===== src/rtl/pwm_capture_pkg.sv =====
// Shared constants for the PWM capture block: FSM state encoding and counter limit helper.
// No timing of its own.
// No flow control.
package pwm_capture_pkg;

    // Measurement FSM states, kept as plain 2-bit constants for legacy tools.
    localparam logic [1:0] ST_IDLE = 2'd0;
    localparam logic [1:0] ST_HIGH = 2'd1;
    localparam logic [1:0] ST_LOW  = 2'd2;

    // Saturation value of a w-bit cycle counter (2^w - 1).
    function automatic int cnt_max(input int w);
        return (1 << w) - 1;
    endfunction

endpackage


===== src/rtl/pwm_capture_sync_edge.sv =====
// Synchronizes an asynchronous level into clk and derives single-cycle rise/fall strobes.
// Latency: SYNC_STAGES cycles to s, strobes valid in the cycle s first shows the new level.
// No backpressure; runs every cycle regardless of enable.
module sync_edge #(
    parameter int SYNC_STAGES = 2
) (
    input  logic clk,
    input  logic reset_n,
    input  logic d,
    output logic s,
    output logic rise,
    output logic fall
);

    logic [SYNC_STAGES-1:0] chain;
    logic                   s_d;

    // Shift the raw input through the synchronizer, then keep one delayed copy for edge detection.
    always_ff @(posedge clk or negedge reset_n) begin
        if (!reset_n) begin
            chain <= '0;
            s_d   <= 1'b0;
        end else begin
            chain <= {chain[SYNC_STAGES-2:0], d};
            s_d   <= chain[SYNC_STAGES-1];
        end
    end

    assign s    = chain[SYNC_STAGES-1];
    assign rise = s & ~s_d;
    assign fall = ~s & s_d;

endmodule


===== src/rtl/pwm_capture.sv =====
// Measures high time and rise-to-rise period of an incoming PWM signal; flags a static input.
// Latency: publish one cycle after the synchronized closing rise (SYNC_STAGES+1 after pwm_in).
// No backpressure; valid is a single-cycle pulse, results hold until the next publish.
module pwm_capture
    import pwm_capture_pkg::*;
#(
    parameter int CNT_W       = 8,
    parameter int SYNC_STAGES = 2
) (
    input  logic             clk,
    input  logic             reset_n,
    input  logic             enable,
    input  logic             pwm_in,
    output logic [CNT_W-1:0] high_time,
    output logic [CNT_W-1:0] period,
    output logic             valid,
    output logic             stuck_low,
    output logic             stuck_high
);

    localparam logic [CNT_W-1:0] CNT_MAX = CNT_W'(cnt_max(CNT_W));
    localparam logic [CNT_W-1:0] ONE     = CNT_W'(1);

    logic             s;
    logic             rise;
    logic             fall;
    logic [1:0]       state;
    logic [CNT_W-1:0] p_cnt;
    logic [CNT_W-1:0] h_cnt;
    logic [CNT_W-1:0] h_lat;

    sync_edge #(
        .SYNC_STAGES(SYNC_STAGES)
    ) u_sync_edge (
        .clk    (clk),
        .reset_n(reset_n),
        .d      (pwm_in),
        .s      (s),
        .rise   (rise),
        .fall   (fall)
    );

    // Measurement FSM: count period and high time, latch high time on fall, publish on the closing rise.
    // An edge in the saturation cycle takes priority over the timeout.
    always_ff @(posedge clk or negedge reset_n) begin
        if (!reset_n) begin
            state      <= ST_IDLE;
            p_cnt      <= '0;
            h_cnt      <= '0;
            h_lat      <= '0;
            high_time  <= '0;
            period     <= '0;
            valid      <= 1'b0;
            stuck_low  <= 1'b0;
            stuck_high <= 1'b0;
        end else begin
            valid <= 1'b0;
            if (!enable) begin
                // Discard any partial period; results stay on the outputs.
                state      <= ST_IDLE;
                p_cnt      <= '0;
                h_cnt      <= '0;
                stuck_low  <= 1'b0;
                stuck_high <= 1'b0;
            end else if ((p_cnt == CNT_MAX) && !rise && !fall) begin
                // No edge for a full counter span: report the level we are stuck at.
                stuck_high <= s;
                stuck_low  <= ~s;
                p_cnt      <= '0;
                h_cnt      <= '0;
                state      <= ST_IDLE;
            end else begin
                case (state)
                    ST_HIGH: begin
                        if (fall) begin
                            h_lat <= h_cnt;
                            p_cnt <= p_cnt + ONE;
                            state <= ST_LOW;
                        end else begin
                            p_cnt <= p_cnt + ONE;
                            h_cnt <= h_cnt + ONE;
                        end
                    end
                    ST_LOW: begin
                        if (rise) begin
                            high_time  <= h_lat;
                            period     <= p_cnt;
                            valid      <= 1'b1;
                            stuck_low  <= 1'b0;
                            stuck_high <= 1'b0;
                            p_cnt      <= ONE;
                            h_cnt      <= ONE;
                            state      <= ST_HIGH;
                        end else begin
                            p_cnt <= p_cnt + ONE;
                        end
                    end
                    default: begin
                        // Waiting for the first rise; a fall here carries no information.
                        if (rise) begin
                            p_cnt <= ONE;
                            h_cnt <= ONE;
                            state <= ST_HIGH;
                        end else begin
                            p_cnt <= p_cnt + ONE;
                        end
                    end
                endcase
            end
        end
    end

endmodule


===== config.mk =====
export PLATFORM = sky130hd
export DESIGN_NAME = pwm_capture
export DESIGN_NICKNAME = d
export VERILOG_FILES = /design/src/rtl/pwm_capture_pkg.sv /design/src/rtl/pwm_capture_sync_edge.sv /design/src/rtl/pwm_capture.sv
export SDC_FILE = /design/constraint.sdc
export NUM_CORES = 1
export LEC_CHECK = 0
export CORE_ASPECT_RATIO = 1.5
export CORE_MARGIN = 2
export CORE_UTILIZATION = 55
export CTS_CLUSTER_SIZE = 25
export DETAILED_ROUTE_END_ITERATION = 8
export DONT_BUFFER_PORTS = 1
export GPL_TIMING_DRIVEN = 0
export HOLD_SLACK_MARGIN = 0.08
export PLACE_DENSITY = 0.66
export SLEW_MARGIN = 20
export SYNTH_ARGS = -nofsm -noshare
export SYNTH_HDL_FRONTEND = slang
export SYNTH_SLANG_ARGS = --single-unit

===== constraint.sdc =====
create_clock -name clk -period 4.5 [get_ports clk]
set_input_delay 0.45 -clock clk [delete_from_list [all_inputs] [get_ports clk]]
set_output_delay 0.45 -clock clk [all_outputs]
set_load 0.02 [all_outputs]

### Word level (Yosys, flattened, before mapping)

Cells that the tools add are included.

* $lt $le $gt $ge: 0
* reductions and logical operators: 9
* multiplexer cells: 24
* div/mod/pow operators: 0
* multiply operators: 0
* equality and inequality tests: 8
* shifts and indexed selects: 0
* add/sub/neg operators: 2
* bitwise gates (word level): 5

Operators by type and width (count)
* 8-bit 2-to-1 mux: 9
* 8-bit by 1-bit adder with 8-bit output, second input constant: 2
* 1-bit 2-to-1 mux: 10
* 2-bit 2-to-1 mux: 5
* 8-bit == test, second input constant: 1
* 4-bit != test, second input constant: 2
* 4-bit AND reduction: 2
* 3-bit by 1-bit != test with 1-bit output, second input constant: 2
* 2-bit AND reduction: 3
* 4-bit by 1-bit != test with 1-bit output, second input constant: 1
* 1-bit NOT: 3
* 1-bit bitwise AND: 2
* 2-bit by 1-bit == test with 1-bit output, second input constant: 1
* 2-bit == test, second input constant: 1
* 1-bit logical AND: 2
* 1-bit logical NOT: 2

* bits in writable memories: 0
* register bits after elaboration: 48
* output and inout bits: 19
* input bits: 4
* bits in latches: 0
* logic and storage cells: 59
* memories kept: 0
* bits in read-only memories: 0

### Depth between registers and ports, before layout

Gate-level depths: netlist of run 1.

* depth after elaboration: 7
* mapped depth: 7
* gate-level depth less buffers: 6

### Hierarchy

A second synthesis of run 1 with hierarchy kept.

* cells, all modules: 174
* area total of the unflattened synthesis: 2070.7 um^2

By module, submodules not included
* pwm_capture: area an instance 1980.6 um^2, cells each 169, times used 1, seq. area each 1126.1 um^2
* sync_edge: area an instance 90.1 um^2, cells each 5, times used 1, seq. area each 75.1 um^2

### Worst setup path after synthesis of run 1

OpenSTA, ideal clock, no wires.

* path type: reg2reg
* from: reg p_cnt[0]
* to: reg h_cnt[0]
* cell stages (with the launch flop): 8
* path slack: 2685 ps
* setup time: 127 ps
* clock period less this slack: 1815 ps
* buffers on the path: 1
* arrival: 1687 ps
* data required time: 4373 ps
* cell sequence: dfrtp_1 > ha_1 > and3_1 > clkbuf_4 > nand4_4 > o221a_4 > o21a_4 > mux2_1

* word-level cells in the longest chain between the ends: 5
* elaborated cells on any way between the ends: 8
* those cells by class: eq/ne (3); mux (2); reduce/logical (3)

RTL lines
* start: declaration: line pwm_capture.sv:28 `logic [CNT_W-1:0] p_cnt;`
* start signal: assignment: line pwm_capture.sv:77 `p_cnt <= p_cnt + ONE;`
* start signal: assignment: line pwm_capture.sv:80 `p_cnt <= p_cnt + ONE;`
* start signal: assignment: line pwm_capture.sv:95 `p_cnt <= p_cnt + ONE;`
* 8-bit == test (*): line pwm_capture.sv:65 `end else if ((p_cnt == CNT_MAX) && !rise && !fall) begin`
* 1-bit logical AND (*) (2 in series): line pwm_capture.sv:65
* 4-bit != test (no line), or another cell as far along
* 2-bit AND reduction (no line) / 8-bit 2-to-1 mux (equally long branches)
* end signal: assignment: line pwm_capture.sv:81 `h_cnt <= h_cnt + ONE;`
* end: declaration: line pwm_capture.sv:29 `logic [CNT_W-1:0] h_cnt;`

Every way passes the cells marked *; elsewhere a longest branch is shown, timed or not.
A chain may end at the register's enable or synchronous reset.

### Worst setup path after layout of run 1

* from: reg p_cnt[0]
* to: reg h_cnt[2]

The elaborated chain is that of the path after synthesis.

==> out/metrics.yaml, run 1 <==
status: "finished, final reports clean"
synth_seq_cells: 48
fin_skew_ns: 0.0118
area_delta_synth_final_pct: 10.1
post-dp-hpwl_um: 2530
yosys-top-cells-area: "dfrtp_1 (57%), mux2_2 (13%), nand3_1 (2.8%)"
slew_violations: 0
fmax_ghz: 0.500
drv_cap: 0
routed_wl_um: 3600
drtIter0Drc: 16
core_area_um2: 3680
cts_buffers: 5
timing.final.crit_share_pct: 44.5
drt_first_pass_iters: 4
power_uw: 815
hp-class: "in2reg"
grt_overflow: 0
rsz0062_at_grt: "no"
fp.dieW_um: 54.6
synth_cell_types: 36
gr-usage-all-layers_pct: 20.4
via_count: 1272
p_per_area_nw_per_um2: 351
ys_seq_area_share_pct: 57.0
antenna_found_initial: 0
finalHoldViolations: 0
route.detailed.drc: 0
syn_area_um2: 2110
required_ns: 4.68
boundaryPins: 23
antenna_cells: 0
antenna_left: 0
fillers: 300
grt_first_pass_wirelength_um: 6390
grt_max_degree: 49
viasPerCell: 5.81
insertion_delay_ns: 0.30
hold_ws_ns: 0.180
path_clk_slew_ns: 0.08
first_global_vias: 1364
arrival_ns: 2.18
syn-instance-count: 166
fin_crit_ns: 2.00
num_rows: 27
max_slew.worst_pin.slew_ns: 0.411
port_buffers: 0
die_h_um: 79.8
worstSetupPathType: "reg2reg"
synth_top_area_cell: "dfrtp_1"
cts-htree-levels: 2
cp-start-kind: "flip-flop"
slew_headroom_pct: 72.6
path_max_fanout: 9
yosys_warnings: 0
fin_nets: 181
endpoint_kind: "flip-flop"
final-setup-viol-count: 0
synth_area_per_cell_um2: 12.7
syn_nets: 172
start_util_pct: 57.3
p_leak_uw: 0.00116
critPathSlowestCell: "dfrtp_1"
cp_slowest_stage_delay_ns: 0.44
final_cell_mix: "dfrtp_1 (48), mux2_2 (24), nand3_1 (12)"
synth.top_cell.area_share_pct: 57.0
final_cell_area_um2: 2320
routedWlPerCell_um: 16.5
drive_gt1_share_pct: 25.6
cts.sinks: 48
layout_commonest_cell: "dfrtp_1"
finalSetupTns_ns: 0
max-vdd-ir-drop_uv: 275
cts_tree: "done"
place_congestion: 0.824
cts_max_path_buffers: 2
die_area_um2: 4350
ctsRootBufferMaster: "clkbuf_8"
dpl-instance-area_um2: 2160
path_cells: "ha_1, and3_1, clkbuf_4, nand4_4, o221a_4, o21a_4, a221o_1"
[layout make-up]
cell class,count,area [µm²],area share [%]
Sequential cell,48,1200,51.8
Multi-Input combinational cell,110,872,37.6
Clock buffer,6,82.6,3.56
Tap cell,43,53.8,2.32
Clock inverter,2,38.8,1.67
Timing Repair Buffer,2,37.5,1.62
Inverter,5,18.8,0.809
Buffer,3,16.3,0.701
[logic make-up (layout without fill, tap and decap cells)]
kind of cell,Yosys count,count (layout),share of synthesized area (%)
xor gates and xnor gates,7,7,3.26
and+or+nand+nor,52,52,14.1
adders and majority gates,2,2,1.19
AOI/OAI and AO/OA,24,24,9.50
DFF,48,48,57.0
buffers and inverters,8,18,1.66
muxes,25,25,13.4
[routing by layer]
| metal | up-vias | share of wire [%] | GRT usage (%) |
|---|---|---|---|
| met5 | - | 0 | 0 |
| met4 | 0 | 1.4 | 7.75 |
| met3 | 6 | 3.5 | 5.24 |
| met2 | 25 | 55 | 34.9 |
| met1 | 637 | 40 | 23.3 |
| li1 | 604 | - | - |
[registers in the layout, summed over array words and instances, names as in the netlist]
signal and flops:
u_sync_edge.chain 2, p_cnt 8, stuck_low 1, period 8, state 2, stuck_high 1, h_cnt 8, h_lat 8
high_time 8, valid 1, u_sync_edge.s_d 1
[synthesized netlist by cell type, drive strengths merged]
library cell and number:
clkbuf 2, and3 4, xor2 4, o221a 1
and4bb 1, or2 2, mux2 25, xnor2 3
nand3b 1, o21ai 4, a21oi 5, nor3b 1
and4 1, a21o 5, nand2 9, dfrtp 48
nand4 1, nor2 10, o21a 1, nor3 1
o211ai 1, nand3 12, nor4bb 1, o31ai 5
or3 1, buf 1, ha 2, a221o 1
nor2b 5, and2 2, a41oi 1, inv 5
[critical path: cells and delay by family, from the launching register on]
| kind | cells | cell delay, ns |
|---|---|---|
| buffers and inverters | 1 | 0.18 |
| adder cells (fa/ha/maj) | 1 | 0.22 |
| AND/OR/NAND/NOR | 2 | 0.31 |
| AO/OA/AOI/OAI | 3 | 0.75 |
| flip-flops | 1 | 0.44 |
[stage by stage]
stage / std cells / utilization [%] / setup slack, ns
3_3_place_gp: 209 / 58.7 / 2.53
2_1_floorplan: 166 / - / 2.69
4_1_cts: 219 / 63.0 / 2.48
6_report: 219 / 63.0 / 2.50
5_1_grt: 219 / 63.0 / 2.37
3_5_place_dp: 209 / 58.7 / 2.51
[final timing paths]
| check | endpoint | cells after the start | from | slack (ns) |
|---|---|---|---|---|
| min reg2reg | u_sync_edge.chain[1] | 0 | u_sync_edge.chain[0] | 0.35 |
| max | h_cnt[2] | 7 | p_cnt[0] | 2.50 |
| max in group asynchronous | u_sync_edge.s_d | 2 | reset_n | 3.64 |
| max reg2reg | h_cnt[2] | 7 | p_cnt[0] | 2.50 |
| min in group asynchronous | period[3] | 2 | reset_n | 0.65 |
| min | u_sync_edge.chain[0] | 0 | pwm_in | 0.18 |
[timing repair]
action,CTS,global route
setup buffers,0,0
endpoints found under the setup margin,0,0
resized for setup,0,0
endpoints found under the hold margin,48,0
hold buffers,2,0
[where the power goes]
| group | total (µW) | internal, µW | switching, µW |
|---|---|---|---|
| Combinational | 39.8 | 16.6 | 23.2 |
| Sequential | 451 | 440 | 11.5 |
| Clock | 324 | 182 | 142 |
| Total | 815 | 638 | 177 |
Power figures use the tool's default switching activity.
==> run 2: changes to the inputs <==
==> constraint.sdc (replaced) <==
create_clock -name clk -period 2.1 [get_ports clk]
set_input_delay 0.21 -clock clk [delete_from_list [all_inputs] [get_ports clk]]
set_output_delay 0.21 -clock clk [all_outputs]
set_load 0.02 [all_outputs]
==> run 2 against run 1 <==
Against the previous run:
- utilization increased by 0.31 points
- critical path depth stayed put
- clock skew hardly changed
- worst setup slack lost 2.4 ns
- worst hold slack improved by 0.16 ns
- total power is 110% higher
- fmax increased by 0.75%
- critical endpoint is now h_cnt[0]
- combinational power is 120% higher
- sequential share of layout area shrank 0.20 points
==> out/metrics.yaml, run 2 (synthesized netlist as in run 1, its figures left out) <==
status: "finished, final reports clean"
finalHoldViolations: 0
die_area_um2: 4350
setup.worst_path.start: "p_cnt[0]"
setup_slack_ns: 0.114
grt_first_pass_wirelength_um: 6400
post_cts_buffers: 0
cts_buffers: 5
via_count: 1272
hp-start: "enable"
layout_commonest_cell: "dfrtp_1"
required_ns: 2.28
num_rows: 27
area_delta_synth_final_pct: 10.6
final_cell_mix: "dfrtp_1 (47), mux2_2 (24), nand3_1 (12)"
route.detailed.drc: 0
grt_max_degree: 49
max_slew.worst_pin.slew_ns: 0.411
cts_max_path_buffers: 2
fmax_ghz: 0.503
drtIter0Drc: 17
rsz0062_at_grt: "no"
place_ws_ns: 0.110
viasPerCell: 5.78
hp-class: "in2reg"
cp-start-kind: "flip-flop"
start_util_pct: 57.3
finalSetupTns_ns: 0
drive_gt1_share_pct: 26.0
fin_crit_ns: 1.99
max-vdd-ir-drop_uv: 588
insertion_delay_ns: 0.30
ctsRootBufferMaster: "clkbuf_8"
final-setup-viol-count: 0
routed_wl_um: 3610
endpoint_kind: "flip-flop"
fin_skew_ns: 0.0120
worstSetupPathType: "reg2reg"
fillers: 302
p_leak_uw: 0.00117
slew_violations: 0
fin_nets: 182
path_max_fanout: 9
timing.final.crit_share_pct: 94.6
r2r-start: "p_cnt[0]"
grt_overflow: 0
antenna_left: 0
first_global_vias: 1365
place_congestion: 0.824
slew_headroom_pct: 72.6
final_cell_area_um2: 2330
routedWlPerCell_um: 16.4
arrival_ns: 2.16
cp_slowest_stage_delay_ns: 0.45
gr-usage-all-layers_pct: 20.4
dpl-instance-area_um2: 2160
antenna_cells: 0
port_buffers: 0
boundaryPins: 23
cts-htree-levels: 2
drt_first_pass_iters: 4
cts.sinks: 48
fp.dieW_um: 54.6
cts_tree: "done"
core_area_um2: 3680
path_cells: "ha_1, and3_1, clkbuf_4, nand4_4, o221a_4, o21a_4, mux2_1"
antenna_found_initial: 0
critPathSlowestCell: "dfrtp_2"
drv_cap: 0
path_clk_slew_ns: 0.08
die_h_um: 79.8
post-dp-hpwl_um: 2530
p_per_area_nw_per_um2: 749
run 2: area by class of cell:
| type | instances | area [µm²] | share of cell area [%] |
|---|---|---|---|
| inverters | 5 | 18.8 | 0.805 |
| clock inverters | 2 | 38.8 | 1.66 |
| clock buffers | 6 | 82.6 | 3.54 |
| multi-input cells | 110 | 872 | 37.4 |
| plain buffers | 3 | 16.3 | 0.697 |
| repair buffers | 3 | 47.5 | 2.04 |
| well taps | 43 | 53.8 | 2.31 |
| flip-flops and latches | 48 | 1200 | 51.6 |
run 2: repair_timing:
item,in CTS,in global routing
hold buffers,3,0
hold endpoints to repair,49,0
resized for setup,0,1
setup endpoints to repair,0,2
run 2: through the flow:
stage	std cells	hold slack, ns	power, µW	utilization, %
final	220	0.337	1750	63.3
after global placement	209	-0.0847	1040	58.7
after detailed placement	209	-0.0846	1050	58.7
after floorplan	166	-0.0856	1030	-
after CTS	220	0.331	1770	63.3
after global routing	220	0.350	1820	63.3
run 2: worst paths after layout:
path / endpoint / slack, ns / cells past startpoint
worst max-delay path: h_cnt[0] / 0.11 / 7
worst min-delay path: stuck_low / 0.34 / 2
worst max register to register: h_cnt[0] / 0.11 / 7
worst min register to register: u_sync_edge.chain[1] / 0.35 / 0
max in group asynchronous: p_cnt[0] / 1.47 / 2
min in group asynchronous: period[3] / 0.41 / 2
run 2: where the power goes:
part           internal (µW)  switching (µW)
Clock                    389             303
Combinational           36.8            50.1
Sequential               943            24.7
Total                   1370             378
run 2: routing by layer:
| layer | GRT usage [%] | vias to the layer above | share of wire, % |
|---|---|---|---|
| li1 | - | 605 | - |
| met3 | 5.24 | 6 | 3.3 |
| met5 | 0 | - | 0 |
| met2 | 34.9 | 24 | 55 |
| met1 | 23.4 | 637 | 40 |
| met4 | 7.75 | 0 | 1.4 |
run 2: critical path, delay by kind of cell (launching register included):
kind / cells / cell delay, ns
AOI/OAI and AO/OA: 2 / 0.38
DFF: 1 / 0.45
adders and majority gates: 1 / 0.23
muxes: 1 / 0.33
and+or+nand+nor: 2 / 0.30
buffers and inverters: 1 / 0.17
